[config.mk]
export PLATFORM = sky130hd
export DESIGN_NAME = comparator_scheduler
export DESIGN_NICKNAME = d
export VERILOG_FILES = /design/src/rtl/comparator_scheduler_pkg.sv /design/src/rtl/comparator_scheduler_cmp.sv /design/src/rtl/comparator_scheduler.sv
export SDC_FILE = /design/constraint.sdc
export NUM_CORES = 1
export LEC_CHECK = 0
export ABC_AREA = 1
export ABC_CLOCK_PERIOD_IN_PS = 3680
export CAP_MARGIN = 20
export CELL_PAD_IN_SITES_DETAIL_PLACEMENT = 0
export CELL_PAD_IN_SITES_GLOBAL_PLACEMENT = 2
export CORE_MARGIN = 2
export CORE_UTILIZATION = 23
export CTS_CLUSTER_SIZE = 12
export DETAILED_ROUTE_END_ITERATION = 8
export GPL_ROUTABILITY_DRIVEN = 0
export HOLD_SLACK_MARGIN = 0.02
export PLACE_DENSITY = 0.93
export SETUP_SLACK_MARGIN = 0.5
export SLEW_MARGIN = 40
export SYNTH_ARGS = -nofsm -noshare
export SYNTH_HDL_FRONTEND = slang
export SYNTH_SLANG_ARGS = --single-unit
[constraint.sdc]
create_clock -name clk -period 3.68 [get_ports clk]
set_input_delay 0.552 -clock clk [delete_from_list [all_inputs] [get_ports clk]]
set_output_delay 0.552 -clock clk [all_outputs]
set_load 0.05 [all_outputs]
[src/rtl/comparator_scheduler_pkg.sv]
// Shared types and defaults for the comparator scheduler.
// FSM state encoding plus default operand width and requester count.
package comparator_scheduler_pkg;

    typedef enum logic [1:0] {
        IDLE    = 2'd0,
        COMPARE = 2'd1,
        RESPOND = 2'd2
    } state_t;

    localparam int DEF_W     = 4;
    localparam int DEF_N_REQ = 4;

endpackage

[src/rtl/comparator_scheduler_cmp.sv]
// Unsigned magnitude comparator; purely combinational, zero latency.
// No flow control: outputs follow a/b directly.
module FourBitComparator #(
    parameter int W = 4
) (
    output logic         g,
    output logic         e,
    output logic         l,
    input  logic [W-1:0] a,
    input  logic [W-1:0] b
);

    assign g = (a > b);
    assign e = (a == b);
    assign l = (a < b);

endmodule

[src/rtl/comparator_scheduler.sv]
// Round-robin scheduler sharing one comparator; optional CMP_SCHED_STATS_EN adds stat_count.
// Latency: grant at edge N, registered result valid after edge N+1; one result per 3 cycles.
// Backpressure: result held while rsp_ready low; no new grant until the response is taken.
module comparator_scheduler
    import comparator_scheduler_pkg::*;
#(
    parameter int N_REQ = DEF_N_REQ,
    parameter int W     = DEF_W
) (
    input  logic                     clk,
    input  logic                     rst,
    input  logic [N_REQ-1:0]         req_valid,
    input  logic [N_REQ*W-1:0]       req_a,
    input  logic [N_REQ*W-1:0]       req_b,
    output logic [N_REQ-1:0]         req_ready,
    output logic                     rsp_valid,
    input  logic                     rsp_ready,
    output logic [$clog2(N_REQ)-1:0] rsp_id,
    output logic                     rsp_g,
    output logic                     rsp_e,
    output logic                     rsp_l
`ifdef CMP_SCHED_STATS_EN
    ,
    output logic [15:0]              stat_count
`endif
);

    localparam int IW = $clog2(N_REQ);

    state_t          state_q;
    state_t          state_d;
    logic [IW-1:0]   ptr_q;
    logic [IW-1:0]   win;
    logic [W-1:0]    a_q;
    logic [W-1:0]    b_q;
    logic [W-1:0]    win_a;
    logic [W-1:0]    win_b;
    logic            any_req;
    logic            accept;
    logic            rsp_fire;
    logic            cmp_g;
    logic            cmp_e;
    logic            cmp_l;

    // Scan downward so the requester closest to p (ascending, wrapping) is the last to overwrite.
    function automatic logic [IW-1:0] rr_pick(input logic [N_REQ-1:0] v, input logic [IW-1:0] p);
        logic [IW-1:0] pick;
        int            idx;
        pick = '0;
        for (int k = N_REQ - 1; k >= 0; k--) begin
            idx = (int'(p) + k) % N_REQ;
            if (v[idx]) pick = idx[IW-1:0];
        end
        return pick;
    endfunction

    assign any_req  = |req_valid;
    assign win      = rr_pick(req_valid, ptr_q);
    assign win_a    = req_a[win*W +: W];
    assign win_b    = req_b[win*W +: W];
    // Grant is suppressed during reset so no requester sees a handshake that gets discarded.
    assign accept   = (state_q == IDLE) && any_req && !rst;
    assign rsp_fire = (state_q == RESPOND) && rsp_ready;

    FourBitComparator #(.W(W)) u_cmp (
        .g (cmp_g),
        .e (cmp_e),
        .l (cmp_l),
        .a (a_q),
        .b (b_q)
    );

    always_ff @(posedge clk) begin
        if (rst) state_q <= IDLE;
        else     state_q <= state_d;
    end

    always_comb begin
        state_d = state_q;
        case (state_q)
            IDLE:    if (any_req)   state_d = COMPARE;
            COMPARE:                state_d = RESPOND;
            RESPOND: if (rsp_ready) state_d = IDLE;
            default:                state_d = IDLE;
        endcase
    end

    always_comb begin
        req_ready = '0;
        if (accept) req_ready[win] = 1'b1;
    end

    always_ff @(posedge clk) begin
        if (rst) begin
            ptr_q     <= '0;
            a_q       <= '0;
            b_q       <= '0;
            rsp_id    <= '0;
            rsp_valid <= 1'b0;
            rsp_g     <= 1'b0;
            rsp_e     <= 1'b0;
            rsp_l     <= 1'b0;
        end else begin
            if (accept) begin
                a_q    <= win_a;
                b_q    <= win_b;
                rsp_id <= win;
            end
            if (state_q == COMPARE) begin
                rsp_valid <= 1'b1;
                rsp_g     <= cmp_g;
                rsp_e     <= cmp_e;
                rsp_l     <= cmp_l;
            end
            if (rsp_fire) begin
                rsp_valid <= 1'b0;
                rsp_g     <= 1'b0;
                rsp_e     <= 1'b0;
                rsp_l     <= 1'b0;
                ptr_q     <= (rsp_id == IW'(N_REQ - 1)) ? '0 : rsp_id + 1'b1;
            end
        end
    end

`ifdef CMP_SCHED_STATS_EN
    always_ff @(posedge clk) begin
        if (rst)           stat_count <= 16'd0;
        else if (rsp_fire) stat_count <= stat_count + 16'd1;
    end
`endif

endmodule

==> flow_summary.toml, run 1 <==
[routing]
wl_met3_um = 152
ant_nets = 0
dr.first_iter.drc_count = 49
routed.top_layer = "met3"
drt-total-wl_um = 3330
viasPerCell = 4.14
wl_per_cell_um = 9.60
drc = 0
wl_met2_um = 1680
wl_met1_um = 1500
drt-pass1-iter-count = 6
via_count = 1435

[critical_path]
critPathKind = "input port to primary output"
critPathTopFamily = "buffers and inverters"
max_stage_delay_ps = 480
crit_slowest_cell = "clkdlybuf4s50_1"
worstPathCellList = "clkdlybuf4s50_1 -> inv_1 -> o21ai_1 -> nand2_1 -> nand3_2 -> nand2_1 -> nand2_2 -> nand2_2 -> buf_4 -> nor2_1 -> buf_12"
startpoint_type = "input port"
crit_fanout = 20
endpoint_kind = "primary output"
crit_buf_inv = 4
worst_ep_arrival_time_ps = 2360
worstPathRequired_ps = 3130

[yosys]
synth_top_area_share_pct = 27.1
async_flop_share_pct = 0
synth.distinct_cells = 22
yosysMostFrequentCell = "nand2_1"
synth-edff-count = 0
syn_area_per_cell_um2 = 5.86
seq_area_frac_synth_pct = 27.1
synthFlopType = "dfxtp_1"
synth_cells = 227
synth.cell_area_mm2 = 0.00133
ys_top_cells_by_area = "dfxtp_1 27%, nand2_1 15%, inv_1 14%"
ys_seq_elements = 18
yosysTopAreaCell = "dfxtp_1"
yosys_warnings = 0
synthTopCellsByCount = "53 x nand2_1, 50 x inv_1, 37 x nand3_1"
syn-num-nets = 271

[timing]
fin_setup_tns_ps = 0
drv_slew = 0
finalCritPeriodShare_pct = 79.1
hold_ws_ps = 485
max_freq_mhz = 344
fin_skew_ps = 2.57
final.min_clock_period_ps = 2910
setup_viol = 0
finalHoldViolCount = 0
tightest_slew_ps = 501
slew_headroom_pct = 66.5
rsz0062_at_grt = "false"

[cells_and_area]
ff_latch_area_um2 = 360
multiInputGateArea_um2 = 728
final_layout_size_suffix_gt1_share_pct = 7.64
layout.nets = 320
fillers = 624
antennaDiodeCount = 0
area_delta_synth_final_pct = 48.3

[clock_tree]
clockBufferDepth = 2
cts_buffers = 3
cts-root-buf = "clkbuf_8"
clkSlewWorstSetupHoldPaths_ps = 70
post_cts_buffers = 0
clk_latency_ps = 260
cts_tree = "done"
numClockSinks = 18
h-tree-depth = 1

[global_routing]
antenna_found_initial = 0
grt_max_degree = 21
grt_first_pass_wirelength_um = 5870
grt_pass1_vias = 1419
grt-ovfl-total = 0
grt_usage_pct = 11.1

[floorplanning]
dieWidth_um = 80.1
rows = 27
num_io_pins = 49
die_y_um = 80.1
core_area_mm2 = 0.00554
initial_core_util_pct = 24.0
dieArea_mm2 = 0.00641

[power]
p_sw_share_pct = 36.1
p_clk_share_pct = 23.7
p_int_mw = 0.435
power_mw = 0.680
p_per_area_mw_per_mm2 = 345
power.leakage_nw = 0.981
p_sw_mw = 0.245
pwr-share-comb_pct = 42.6
vdd_drop_max_mv = 0.120
power_frac_seq_pct = 33.7

[run_status]
status = "complete, no violations"

[hold_path]
min-delay-path-class = "register to register"

[flow_run]
drv_cap = 0

[placed_design]
io_buffers = 48
dp_hpwl_um = 2750
-- area by class of cell --
cell class	instances	area share, %
repair buffers	51	27.5
inverters	52	10.0
multi-input cells	150	36.9
clock buffers	4	2.79
flip-flops and latches	18	18.3
well taps	72	4.56
-- metal layers --
metal  vias to the layer above  track usage [%]
met1                       618             13.4
met5                         -                0
li1                        792                -
met3                         0             3.37
met4                         0             1.53
met2                        25             19.8
-- timing repair --
action | in CTS | in global routing
endpoints found under the setup margin | 0 | 2
hold buffers | 0 | 0
resized for setup | 0 | 2
hold endpoints to repair | 0 | 0
-- cells by family after synthesis --
group	synth area share [%]
flops	27.1
fa+ha+maj	4.70
compound gates	8.27
buf+inv	18.8
simple gates	41.2
-- stage by stage --
| stage | std cells | utilization (%) | cell area, um^2 | setup WS (ps) |
|---|---|---|---|---|
| floorplan | 227 | - | 1330 | 1200 |
| global placement | 343 | 34.5 | 1910 | 648 |
| detailed placement | 343 | 34.5 | 1910 | 653 |
| CTS | 347 | 35.5 | 1970 | 643 |
| global route | 347 | 35.6 | 1970 | 572 |
| finish | 347 | 35.6 | 1970 | 771 |
-- worst min-delay path: stages (launching register included) --
cell and delay [ps]:
dfxtp_1 330, nor2_1 50, nor2_1 80
-- cell usage in the layout, fill, tap and decap left out, drive strengths merged, types with 4 or more instances in the layout --
cell            n
o21ai           6
clkdlybuf4s50  44
nor2           26
a21oi          11
inv            52
ha              5
dfxtp          18
nand3          38
buf             7
nand2          57
clkbuf          4
-- path summary, 6_finish.rpt --
| path | endpoint | slack, ps | start | cells past startpoint |
|---|---|---|---|---|
| min | rsp_valid | 490 | rsp_valid | 2 |
| max reg2reg | b_q[2] | 1680 | ptr_q[0] | 12 |
| max | req_ready[3] | 770 | req_valid[3] | 11 |
| min reg2reg | rsp_valid | 490 | rsp_valid | 2 |
-- state kept, by name, indices dropped and copies added, names as in the netlist --
signal     count
b_q            4
state_q        2
rsp_valid      1
rsp_g          1
a_q            4
rsp_l          1
rsp_id         2
ptr_q          2
rsp_e          1
-- power groups by stage --
stage	combinational, mW	sequential [mW]	clock [mW]
floorplan	0.171	0.255	0
global placement	0.292	0.234	0
detailed placement	0.292	0.234	0
CTS	0.294	0.229	0.168
global route	0.328	0.231	0.174
finish	0.290	0.229	0.162
Power figures use the tool's default switching activity.
==> run 2: changes to the inputs <==
--- a/config.mk
+++ b/config.mk
@@ -6,17 +6,17 @@
 export NUM_CORES = 1
 export LEC_CHECK = 0
 export ABC_AREA = 1
-export ABC_CLOCK_PERIOD_IN_PS = 3680
+export ABC_CLOCK_PERIOD_IN_PS = 2600
 export CAP_MARGIN = 20
 export CELL_PAD_IN_SITES_DETAIL_PLACEMENT = 0
 export CELL_PAD_IN_SITES_GLOBAL_PLACEMENT = 2
 export CORE_MARGIN = 2
-export CORE_UTILIZATION = 23
+export CORE_UTILIZATION = 19
 export CTS_CLUSTER_SIZE = 12
 export DETAILED_ROUTE_END_ITERATION = 8
 export GPL_ROUTABILITY_DRIVEN = 0
 export HOLD_SLACK_MARGIN = 0.02
-export PLACE_DENSITY = 0.93
+export PLACE_DENSITY = 0.83
 export SETUP_SLACK_MARGIN = 0.5
 export SLEW_MARGIN = 40
 export SYNTH_ARGS = -nofsm -noshare
==> constraint.sdc (replaced) <==
create_clock -name clk -period 2.6 [get_ports clk]
set_input_delay 0.39 -clock clk [delete_from_list [all_inputs] [get_ports clk]]
set_output_delay 0.39 -clock clk [all_outputs]
set_load 0.05 [all_outputs]
==> flow_summary.toml, run 2 (synthesized netlist as in run 1, its figures left out) <==
[placed_design]
place_area_mm2 = 0.00199
dp_hpwl_um = 3180
io_buffers = 48

[cells_and_area]
reg_top3 = "a_q x4, b_q x4"
area_delta_synth_final_pct = 69.9
final_layout_size_suffix_gt1_share_pct = 23.5
antennaDiodeCount = 0
final_cell_mix = "43 x inv_1, 41 x nand2_1, 40 x clkdlybuf4s50_1"
layout_commonest_cell = "inv_1"
fin_area_mm2 = 0.00226
layout.nets = 334

[global_routing]
grt_usage_pct = 11.3
grt_pass1_vias = 1551
grt-ovfl-total = 0
antenna_found_initial = 0
grt_first_pass_wirelength_um = 6850
grt_max_degree = 20

[critical_path]
worstPathRequired_ps = 2210
worst_ep_arrival_time_ps = 1740
regToRegSetupSlack_ps = 750
startpoint_type = "input port"
rr_endpoint = "b_q[3]"
crit_fanout = 3
rr_startpoint = "ptr_q[0]"
ff2ff_path_depth = 13
critPathKind = "input port to primary output"
endpoint_kind = "primary output"

[timing]
finalCritPeriodShare_pct = 81.8
slew_headroom_pct = 66.8
finalHoldViolCount = 0
final.min_clock_period_ps = 2130
drv_slew = 0
max_freq_mhz = 470
hold_ws_ps = 470
fin_setup_tns_ps = 0
rsz0062_at_grt = "true"
fin_skew_ps = 1.03
tightest_slew_ps = 497
setup_viol = 0

[clock_tree]
clockBufferDepth = 2
clkSlewWorstSetupHoldPaths_ps = 70
cts_buffers = 3
h-tree-depth = 1
cts_tree = "done"
cts-root-buf = "clkbuf_8"
numClockSinks = 18
clk_latency_ps = 250
hold_buffers = 0

[floorplanning]
num_io_pins = 49
dieArea_mm2 = 0.00769
initial_core_util_pct = 19.6
dieWidth_um = 87.7
core_area_mm2 = 0.00679
rows = 30
die_y_um = 87.7

[power]
p_per_area_mw_per_mm2 = 468
vdd_drop_max_mv = 0.193
power_mw = 1.06
power.leakage_nw = 1.09

[hold_path]
min_path_cells = 2
hold_path_startpoint = "rsp_g"
min-delay-path-class = "register to register"
holdPathEnd = "rsp_g"

[flow_run]
drv_cap = 0

[routing]
drt-pass1-iter-count = 4
dr.first_iter.drc_count = 55
drt-total-wl_um = 4100
via_count = 1517
drc = 0
ant_nets = 0
viasPerCell = 3.94
wl_per_cell_um = 10.6

[run_status]
status = "complete, no violations"
==> run 2: changes by cell type in the layout (fill, tap and decap cells not counted), sizes merged <==
cell	before	now
buf	7	21
dlygate4sd2	0	4
clkdlybuf4s50	44	40
==> run 2: what timing repair did <==
item,4_1_cts,5_1_grt
gates resized for setup,39,17
setup buffers,5,3
pin swaps,12,11
hold endpoints to repair,0,0
setup endpoints to repair,4,4
==> run 2: area by class of cell <==
| cell class | instances | area (um^2) |
|---|---|---|
| fillers | 717 | 4530 |
| multi-input cells | 150 | 863 |
| repair buffers | 65 | 651 |
| flip-flops and latches | 18 | 368 |
| inverters | 52 | 205 |
| well taps | 96 | 120 |
| clock buffers | 4 | 55.1 |
==> run 2: critical path, stage by stage <==
cell and delay (ps):
dlygate4sd2_1 250, inv_2 90, nand2_2 80, nand3_2 120
nand2_1 60, inv_1 90, nand3_2 110, nand2_2 120
inv_4 50, buf_4 130, nor2_4 120, buf_12 140
==> run 2: report_power, final <==
group | internal, mW | leakage, nW | switching, mW | total, mW
Combinational | 0.220 | 0.915 | 0.279 | 0.499
Sequential | 0.306 | 0.150 | 0.0189 | 0.324
Clock | 0.135 | 0.0288 | 0.0994 | 0.234
Total | 0.660 | 1.09 | 0.398 | 1.06
==> run 2: per-layer routing <==
layer  GRT usage, %  up-vias  part of all wire [%]
met5              0        -                     0
met1           14.4      655                    47
met2           19.0       33                    48
met3           3.20        4                   4.2
met4           2.80        0                  0.88
li1               -      825                     -
==> run 2: per-stage QoR <==
| stage | setup slack, ps | instances | utilization, % |
|---|---|---|---|
| 5_1_grt | 380 | 385 | 33.3 |
| 2_1_floorplan | 392 | 227 | - |
| 3_3_place_gp | 132 | 373 | 29.3 |
| 3_5_place_dp | 118 | 373 | 29.3 |
| 4_1_cts | 495 | 382 | 32.1 |
| 6_report | 473 | 385 | 33.3 |
==> run 2: worst max-delay path by stage <==
stage | from | depth (start not counted) | slack, ps | to
6_report | req_valid[1] | 12 | 470 | req_ready[2]
3_5_place_dp | req_valid[3] | 12 | 120 | req_ready[3]
2_1_floorplan | ptr_q[0] | 13 | 390 | req_ready[2]
4_1_cts | ptr_q[0] | 11 | 490 | req_ready[1]
3_3_place_gp | req_valid[3] | 12 | 130 | req_ready[3]
5_1_grt | ptr_q[0] | 13 | 380 | req_ready[2]
